==> src/rtl/router_vc_param.sv <==
`default_nettype none
// ============================================================================
// Module   : router_vc_param
// Purpose  : Bidirectional-ring router node with clockwise (cw),
//            counter-clockwise (ccw) and processing-element (pe) ports.
//            Each port has two virtual channels (VC0/VC1), one input and
//            one output FIFO per VC, each DEPTH entries deep. A global
//            polarity bit alternates every cycle: external links move the
//            VC equal to polarity, while internal routing moves the other VC.
//            Ring packets are routed by hop count and PE packets by their
//            direction bit. Each contended output has a round-robin arbiter.
// Revision : 1.0 - initial release
// ----------------------------------------------------------------------------
// Parameters
//   DW     packet width (>= 16)
//   HOP_W  hop-count field width; field occupies pkt[DW-9 -: HOP_W]
//   DEPTH  entries per VC FIFO (1..8)
// Ports
//   clk                 rising-edge clock
//   reset               synchronous, active-high reset
//   polarity            global VC phase, toggles every cycle
//   cwsi/ccwsi/pesi     send-in strobes from cw/ccw neighbour and PE
//   cwri/ccwri/peri     ready-in: input FIFO of VC==polarity not full
//   cwdi/ccwdi/pedi     input packets
//   cwso/ccwso/peso     send-out: output FIFO of VC==polarity not empty
//   cwro/ccwro/pero     ready-out from downstream
//   cwdo/ccwdo/pedo     output packets (zero when the matching *so is low)
//   proto_err           sticky: a packet was offered with VC bit != polarity
// ============================================================================
module router_vc_param #(
    parameter int DW    = 64,
    parameter int HOP_W = 8,
    parameter int DEPTH = 1
) (
    input  logic          clk,
    input  logic          reset,
    output logic          polarity,
    input  logic          cwsi,
    input  logic          ccwsi,
    input  logic          pesi,
    output logic          cwri,
    output logic          ccwri,
    output logic          peri,
    input  logic [DW-1:0] cwdi,
    input  logic [DW-1:0] ccwdi,
    input  logic [DW-1:0] pedi,
    output logic          cwso,
    output logic          ccwso,
    output logic          peso,
    input  logic          cwro,
    input  logic          ccwro,
    input  logic          pero,
    output logic [DW-1:0] cwdo,
    output logic [DW-1:0] ccwdo,
    output logic [DW-1:0] pedo,
    output logic          proto_err
);

    // ------------------------------------------------------------------------
    // Constants
    // ------------------------------------------------------------------------
    localparam int PTR_W   = (DEPTH > 1) ? $clog2(DEPTH) : 1;
    localparam int CNT_W   = $clog2(DEPTH + 1);
    localparam int HOP_LSB = DW - 8 - HOP_W;

    // Port indices shared by inputs and outputs.
    localparam logic [1:0] PORT_CW  = 2'd0;
    localparam logic [1:0] PORT_CCW = 2'd1;
    localparam logic [1:0] PORT_PE  = 2'd2;

    // Requester pair per output: A is the ring input the pointer favours
    // after reset, B is the other requester.
    //   cw out  : A = cw in,  B = pe in
    //   ccw out : A = ccw in, B = pe in
    //   pe out  : A = cw in,  B = ccw in
    localparam int SRC_A [3] = '{0, 1, 0};
    localparam int SRC_B [3] = '{2, 2, 1};

    // ------------------------------------------------------------------------
    // State
    // ------------------------------------------------------------------------
    logic              pol_q;
    logic              perr_q;

    logic [DW-1:0]     in_mem_q  [3][2][DEPTH];
    logic [PTR_W-1:0]  in_rd_q   [3][2];
    logic [PTR_W-1:0]  in_wr_q   [3][2];
    logic [CNT_W-1:0]  in_cnt_q  [3][2];

    logic [DW-1:0]     out_mem_q [3][2][DEPTH];
    logic [PTR_W-1:0]  out_rd_q  [3][2];
    logic [PTR_W-1:0]  out_wr_q  [3][2];
    logic [CNT_W-1:0]  out_cnt_q [3][2];

    // Round-robin pointer per output per VC: 0 favours SRC_A, 1 favours SRC_B.
    logic              rr_q      [3][2];
    logic              rr_d      [3][2];

    // ------------------------------------------------------------------------
    // Port bundling
    // ------------------------------------------------------------------------
    logic              si_w      [3];
    logic [DW-1:0]     di_w      [3];
    logic              ro_w      [3];
    logic              ri_w      [3];
    logic              so_w      [3];
    logic [DW-1:0]     do_w      [3];

    assign si_w[0] = cwsi;
    assign si_w[1] = ccwsi;
    assign si_w[2] = pesi;
    assign di_w[0] = cwdi;
    assign di_w[1] = ccwdi;
    assign di_w[2] = pedi;
    assign ro_w[0] = cwro;
    assign ro_w[1] = ccwro;
    assign ro_w[2] = pero;

    assign cwri  = ri_w[0];
    assign ccwri = ri_w[1];
    assign peri  = ri_w[2];
    assign cwso  = so_w[0];
    assign ccwso = so_w[1];
    assign peso  = so_w[2];
    assign cwdo  = do_w[0];
    assign ccwdo = do_w[1];
    assign pedo  = do_w[2];

    assign polarity  = pol_q;
    assign proto_err = perr_q;

    // Internal transfers always operate on the VC opposite the link phase.
    logic nq_w;
    assign nq_w = ~pol_q;

    // ------------------------------------------------------------------------
    // External link side (VC == polarity)
    // ------------------------------------------------------------------------
    logic in_push_w  [3];
    logic out_pop_w  [3];
    logic perr_set_w;

    always_comb begin
        perr_set_w = 1'b0;
        for (int i = 0; i < 3; i++) begin
            ri_w[i]      = (in_cnt_q[i][pol_q] != CNT_W'(DEPTH));
            in_push_w[i] = si_w[i] & ri_w[i] & (di_w[i][DW-1] == pol_q);
            // A wrong VC bit is flagged even when the FIFO happens to be full.
            if (si_w[i] && (di_w[i][DW-1] != pol_q)) begin
                perr_set_w = 1'b1;
            end
        end
        for (int o = 0; o < 3; o++) begin
            so_w[o]      = (out_cnt_q[o][pol_q] != '0);
            do_w[o]      = so_w[o] ? out_mem_q[o][pol_q][out_rd_q[o][pol_q]] : '0;
            out_pop_w[o] = so_w[o] & ro_w[o];
        end
    end

    // ------------------------------------------------------------------------
    // Routing of input FIFO heads (VC == !polarity)
    // ------------------------------------------------------------------------
    logic              head_vld_w [3];
    logic [DW-1:0]     head_w     [3];
    logic [HOP_W-1:0]  hop_w      [3];
    logic [1:0]        dst_w      [3];
    logic [DW-1:0]     fwd_w      [3];

    always_comb begin
        for (int i = 0; i < 3; i++) begin
            head_vld_w[i] = (in_cnt_q[i][nq_w] != '0);
            head_w[i]     = in_mem_q[i][nq_w][in_rd_q[i][nq_w]];
            hop_w[i]      = head_w[i][HOP_LSB +: HOP_W];
            fwd_w[i]      = head_w[i];
            if (i == 2) begin
                // PE injections keep their hop count; only the dir bit matters.
                dst_w[i] = head_w[i][DW-2] ? PORT_CCW : PORT_CW;
            end else if (hop_w[i] <= HOP_W'(1)) begin
                // Arrived: deliver to the local PE with the count cleared.
                dst_w[i] = PORT_PE;
                fwd_w[i][HOP_LSB +: HOP_W] = '0;
            end else begin
                dst_w[i] = 2'(i);
                fwd_w[i][HOP_LSB +: HOP_W] = hop_w[i] - HOP_W'(1);
            end
        end
    end

    // ------------------------------------------------------------------------
    // Arbitration per output (VC == !polarity)
    // ------------------------------------------------------------------------
    logic              req_a_w    [3];
    logic              req_b_w    [3];
    logic              win_b_w    [3];
    logic              ofull_w    [3];
    logic              in_pop_w   [3];
    logic              out_push_w [3];
    logic [DW-1:0]     out_data_w [3];

    always_comb begin
        rr_d = rr_q;
        for (int i = 0; i < 3; i++) begin
            in_pop_w[i] = 1'b0;
        end
        for (int o = 0; o < 3; o++) begin
            req_a_w[o]    = head_vld_w[SRC_A[o]] && (dst_w[SRC_A[o]] == 2'(o));
            req_b_w[o]    = head_vld_w[SRC_B[o]] && (dst_w[SRC_B[o]] == 2'(o));
            ofull_w[o]    = (out_cnt_q[o][nq_w] == CNT_W'(DEPTH));
            // B wins when alone, or when both request and the pointer favours B.
            win_b_w[o]    = req_b_w[o] && (!req_a_w[o] || rr_q[o][nq_w]);
            out_push_w[o] = (req_a_w[o] || req_b_w[o]) && !ofull_w[o];
            out_data_w[o] = win_b_w[o] ? fwd_w[SRC_B[o]] : fwd_w[SRC_A[o]];
            if (out_push_w[o]) begin
                if (win_b_w[o]) begin
                    in_pop_w[SRC_B[o]] = 1'b1;
                end else begin
                    in_pop_w[SRC_A[o]] = 1'b1;
                end
                // Priority passes to the requester that was not just served.
                rr_d[o][nq_w] = ~win_b_w[o];
            end
        end
    end

    // ------------------------------------------------------------------------
    // Sequential update
    // ------------------------------------------------------------------------
    function automatic logic [PTR_W-1:0] ptr_inc(input logic [PTR_W-1:0] ptr);
        return (ptr == PTR_W'(DEPTH - 1)) ? '0 : ptr + 1'b1;
    endfunction

    // Push (link phase VC) and pop (internal phase VC) of an input FIFO never
    // hit the same VC in one cycle, and likewise for output FIFOs, so each
    // counter sees at most one change per edge.
    always_ff @(posedge clk) begin
        if (reset) begin
            pol_q  <= 1'b0;
            perr_q <= 1'b0;
            rr_q   <= '{default: 1'b0};
            for (int i = 0; i < 3; i++) begin
                for (int v = 0; v < 2; v++) begin
                    in_rd_q[i][v]   <= '0;
                    in_wr_q[i][v]   <= '0;
                    in_cnt_q[i][v]  <= '0;
                    out_rd_q[i][v]  <= '0;
                    out_wr_q[i][v]  <= '0;
                    out_cnt_q[i][v] <= '0;
                end
            end
        end else begin
            pol_q <= ~pol_q;
            if (perr_set_w) begin
                perr_q <= 1'b1;
            end
            rr_q <= rr_d;
            for (int i = 0; i < 3; i++) begin
                if (in_push_w[i]) begin
                    in_mem_q[i][pol_q][in_wr_q[i][pol_q]] <= di_w[i];
                    in_wr_q[i][pol_q]  <= ptr_inc(in_wr_q[i][pol_q]);
                    in_cnt_q[i][pol_q] <= in_cnt_q[i][pol_q] + 1'b1;
                end
                if (in_pop_w[i]) begin
                    in_rd_q[i][nq_w]  <= ptr_inc(in_rd_q[i][nq_w]);
                    in_cnt_q[i][nq_w] <= in_cnt_q[i][nq_w] - 1'b1;
                end
            end
            for (int o = 0; o < 3; o++) begin
                if (out_push_w[o]) begin
                    out_mem_q[o][nq_w][out_wr_q[o][nq_w]] <= out_data_w[o];
                    out_wr_q[o][nq_w]  <= ptr_inc(out_wr_q[o][nq_w]);
                    out_cnt_q[o][nq_w] <= out_cnt_q[o][nq_w] + 1'b1;
                end
                if (out_pop_w[o]) begin
                    out_rd_q[o][pol_q]  <= ptr_inc(out_rd_q[o][pol_q]);
                    out_cnt_q[o][pol_q] <= out_cnt_q[o][pol_q] - 1'b1;
                end
            end
        end
    end

endmodule
`default_nettype wire

==> config.mk <==
export PLATFORM = sky130hd
export DESIGN_NAME = router_vc_param
export DESIGN_NICKNAME = d
export VERILOG_FILES = /design/src/rtl/router_vc_param.sv
export SDC_FILE = /design/constraint.sdc
export NUM_CORES = 1
export LEC_CHECK = 0
export CORE_UTILIZATION = 60
export CTS_CLUSTER_SIZE = 28
export DETAILED_ROUTE_END_ITERATION = 7
export PLACE_DENSITY = 0.84
export SLEW_MARGIN = 20
export SYNTH_ARGS = -nofsm -noshare
export SYNTH_HDL_FRONTEND = slang
export SYNTH_SLANG_ARGS = --single-unit
==> constraint.sdc <==
create_clock -name clk -period 15.4 [get_ports clk]
set_clock_uncertainty 0.05 [all_clocks]
set_input_delay 2.31 -clock clk [delete_from_list [all_inputs] [get_ports clk]]
set_output_delay 2.31 -clock clk [all_outputs]
set_load 0.01 [all_outputs]
==> implementation parameters <==
Parameter                              Value

Worst setup path
  Worst-path cell with the longest stage delay ... buf_4
  CP most frequent cell ... buf_4
  Slowest cell delay on critical path ... 0.88 ns
  Endpoint arrival time on the critical path ... 5.07 ns
  Type of the setup path with the least slack ... reg -> out
  Startpoint class of the critical path ... flop
  Maximum fanout along the worst path ... 165
  Capture point of the worst reg-to-reg path ... out_mem_q[0][158]
  CP Capture Type ... output port
  CP cell instances ... buf_12 -> buf_4 -> nor2b_1 -> a21oi_4 -> buf_4 -> nor2_1 -> clkdlybuf4s50_1
  FF-to-FF Start ... polarity
  Required time of the critical path ... 13.04 ns
  Slack of the worst reg-to-reg path ... 9.54 ns
  FF-to-FF path depth ... 10

Timing
  Share of the cycle needed by the critical path after routing ... 48.23%
  Final count of pins violating max slew ... 0
  Min Tclk post-route ... around 7.4 ns
  Headroom to the max-slew limit ... 15.89%
  Actual slew at the worst max-slew pin ... 1.262 ns
  Final hold violation count ... 0
  Total negative slack for setup checks ... 0 ns
  Number of setup violations in the final report ... 0
  Worst Hold Margin ... 0.4293 ns
  Setup repair after global routing missed its margin ... false
  Top achievable clock speed ... 134.6 MHz

Finish
  Net count, final ... 2,505
  Design Area, Final ... 40,300 um2
  Fraction of the core area covered by cells at the end of the flow ... 74.44%
  Fill cell total of the finished layout ... 3,045
  Share of final-layout standard cells stronger than drive strength 1 ... 12.83%
  Area added between synthesis and finish ... 22.00%
  Leading cell type in the layout, fill and taps excluded ... edfxtp_1
  Area taken by multi-input logic gates ... 8909 um2
  Most used cells in the layout excluding fill and tap cells ... edfxtp_1, clkdlybuf4s50_1, mux2i_1
  FF/Latch Area ... 23,590 um2

Clock network
  CTS H-tree depth ... 3
  Post-CTS setup-driven buffer insertion count ... 0
  Clock tree from TritonCTS ... yes
  Clk Tree Root Cell ... clkbuf_16
  Number of buffers inserted during clock tree synthesis ... 76
  Register clock-pin slew on the reported worst setup and hold paths ... 0.06 ns
  Clock sink count ... approximately 790
  Worst-case clock buffer depth ... 3
  # hold bufs at CTS ... 0
  Clock latency of the later-clocked register in the worst-skew pair ... 0.61 ns
  Count of instances resized after the clock tree is built ... 0

Route
  Average via count per standard cell ... 6.600
  1st-pass router iterations ... 8
  DRT Wirelength ... 88,450 um
  Average routed wire per standard cell ... 28.81 um
  Number of routed nets with antenna violations ... 0
  Vias after detailed routing ... 20,260
  Number of DRC markers in iteration 0 ... 2,187
  DRC ... 0

Synth
  Share of flip-flops with an asynchronous set or reset after synthesis ... 0%
  Mapped cell area ... 33,030 um2
  Syn. warnings ... 0
  Mean post-synth cell area ... 17.26 um2
  Cell count after synthesis ... 1,914
  Library cells used by synthesis ... 67
  Number of flip-flops and latches in the synthesized netlist ... ~790
  Number of nets in the synthesized netlist ... ~2,100
  Most used flip-flop cell after synthesis ... edfxtp_1
  Number of enable flip-flop cells after synthesis ... 780
  Sequential fraction of the synthesis area ... 71.39%

Place
  Quantity of I/O buffers inserted on ports ... between 300 and 400
  Half-perimeter wire length after placement ... 52,510 um
  Gpl congestion ... 0.8845
  Post-place instance area ... ~38,000 um2

Floorplanning
  Total core area ... 54,130 um2
  Die W ... about 240 um
  Die height ... 236.6 um
  Top-level I/O count ... 400
  Row count ... between 80 and 90
  Initial cell density of the core ... 61.02%
  Die Footprint ... 56,000 um2

Min path
  Worst Hold End ... rr_q[1]
  Worst min-delay path category ... reg -> reg
  Worst Hold Launch ... rr_q[1]
  Hold path depth ... 2

Power
  Largest voltage drop on the vdd net ... 0.00009871 V
  Pleak ... 0.01311 uW
  Overall power after layout ... around 4800 uW
  Ratio of total power to cell area ... 118.2 nW/um2

Global route
  Largest net degree at the start of global routing ... 166
  Vias in the first global route ... approximately 21,000
  Wire length of the first global-routing pass ... 128,700 um
  Grt ovf ... 0
  Total global-route track usage ... 31.71%
  Number of antenna violations at the first check in global routing ... 17

Status
  Result of the run ... finished clean

Run
  Max Cap Viol ... 0
final cells by class:
cell class                      instances  area share, %
Clock inverter                         36          1.012
Sequential cell                       788          58.53
Clock buffer                          102          5.117
Inverter                               15         0.1397
Tap cell                              696          2.161
Antenna cell                           13        0.08073
Multi-Input combinational cell        980          22.11
Timing Repair Buffer                  440          10.85
stage by stage:
step / instances / setup slack [ns]
floorplan: 1914 / 6.045
global placement: 2916 / 8.618
detailed placement: 2916 / 8.484
CTS: 3054 / 7.792
global route: 3068 / 7.578
finish: 3070 / 7.972
metal layers:
metal | track usage (%) | share of wire (%) | vias to the layer above
met1 | 38.81 | 35 | 10090
li1 | - | - | 8475
met2 | 54.09 | 51 | 1421
met3 | 6.225 | 10 | 266
met4 | 15.96 | 4.3 | 10
met5 | 0 | 0.072 | -
registers in the layout, indices dropped and copies added (netlist names):
name / cells
out_cnt_q: 6
in_mem_q: 384
in_cnt_q: 6
out_mem_q: 384
polarity: 1
proto_err: 1
rr_q: 6
worst max-delay path, delay by kind of cell, from the launching register on:
kind / cells / cell delay, ns
DFF: 1 / 0.72
buffers and inverters: 4 / 2.74
AOI/OAI and AO/OA: 1 / 0.45
and+or+nand+nor: 2 / 0.37
Yosys cell counts (8+ instances only):
library cell	n	share of area [%]
mux2i_1	232	7.0
buf_1	8	0.091
nor2_1	227	2.6
dfxtp_1	8	0.48
o2bb2ai_1	55	1.5
clkbuf_1	54	0.61
buf_2	53	0.80
a211oi_1	57	1.3
inv_1	14	0.16
edfxtp_1	780	71
nand3_1	10	0.15
mux4_2	111	7.6
a221oi_1	56	1.5
nor3_1	20	0.30
o21ai_0	14	0.21
nor2b_1	61	1.2
nand2_1	20	0.23
a21oi_1	11	0.17
buf_4	9	0.20
power breakdown:
group	switching, uW	internal [uW]
sequential	21.2	2420
clock	777	1080
combinational	261	206
cells by family (layout without fill, tap and decap cells):
logic type	Yosys count	after routing	share of synthesized area [%]
DFF	788	788	71.39
xor gates and xnor gates	9	9	0.2386
other	0	13	0
AOI/OAI and AO/OA	241	241	5.920
adders and majority gates	4	4	0.1515
buffers and inverters	146	593	2.121
muxes	349	349	14.81
and+or+nand+nor	377	377	5.360
worst max path at each step:
stage / from / to / slack [ns] / cells after the start
floorplan: pedi[63] / in_cnt_q[0][5] / 6.04 / 3
global placement: polarity / cwdo[48] / 8.62 / 7
detailed placement: polarity / ccwdo[32] / 8.48 / 7
CTS: polarity / cwdo[23] / 7.79 / 7
global route: polarity / cwdo[55] / 7.58 / 7
finish: polarity / ccwdo[36] / 7.97 / 7
Note: power is estimated with default switching activity, not from simulation.
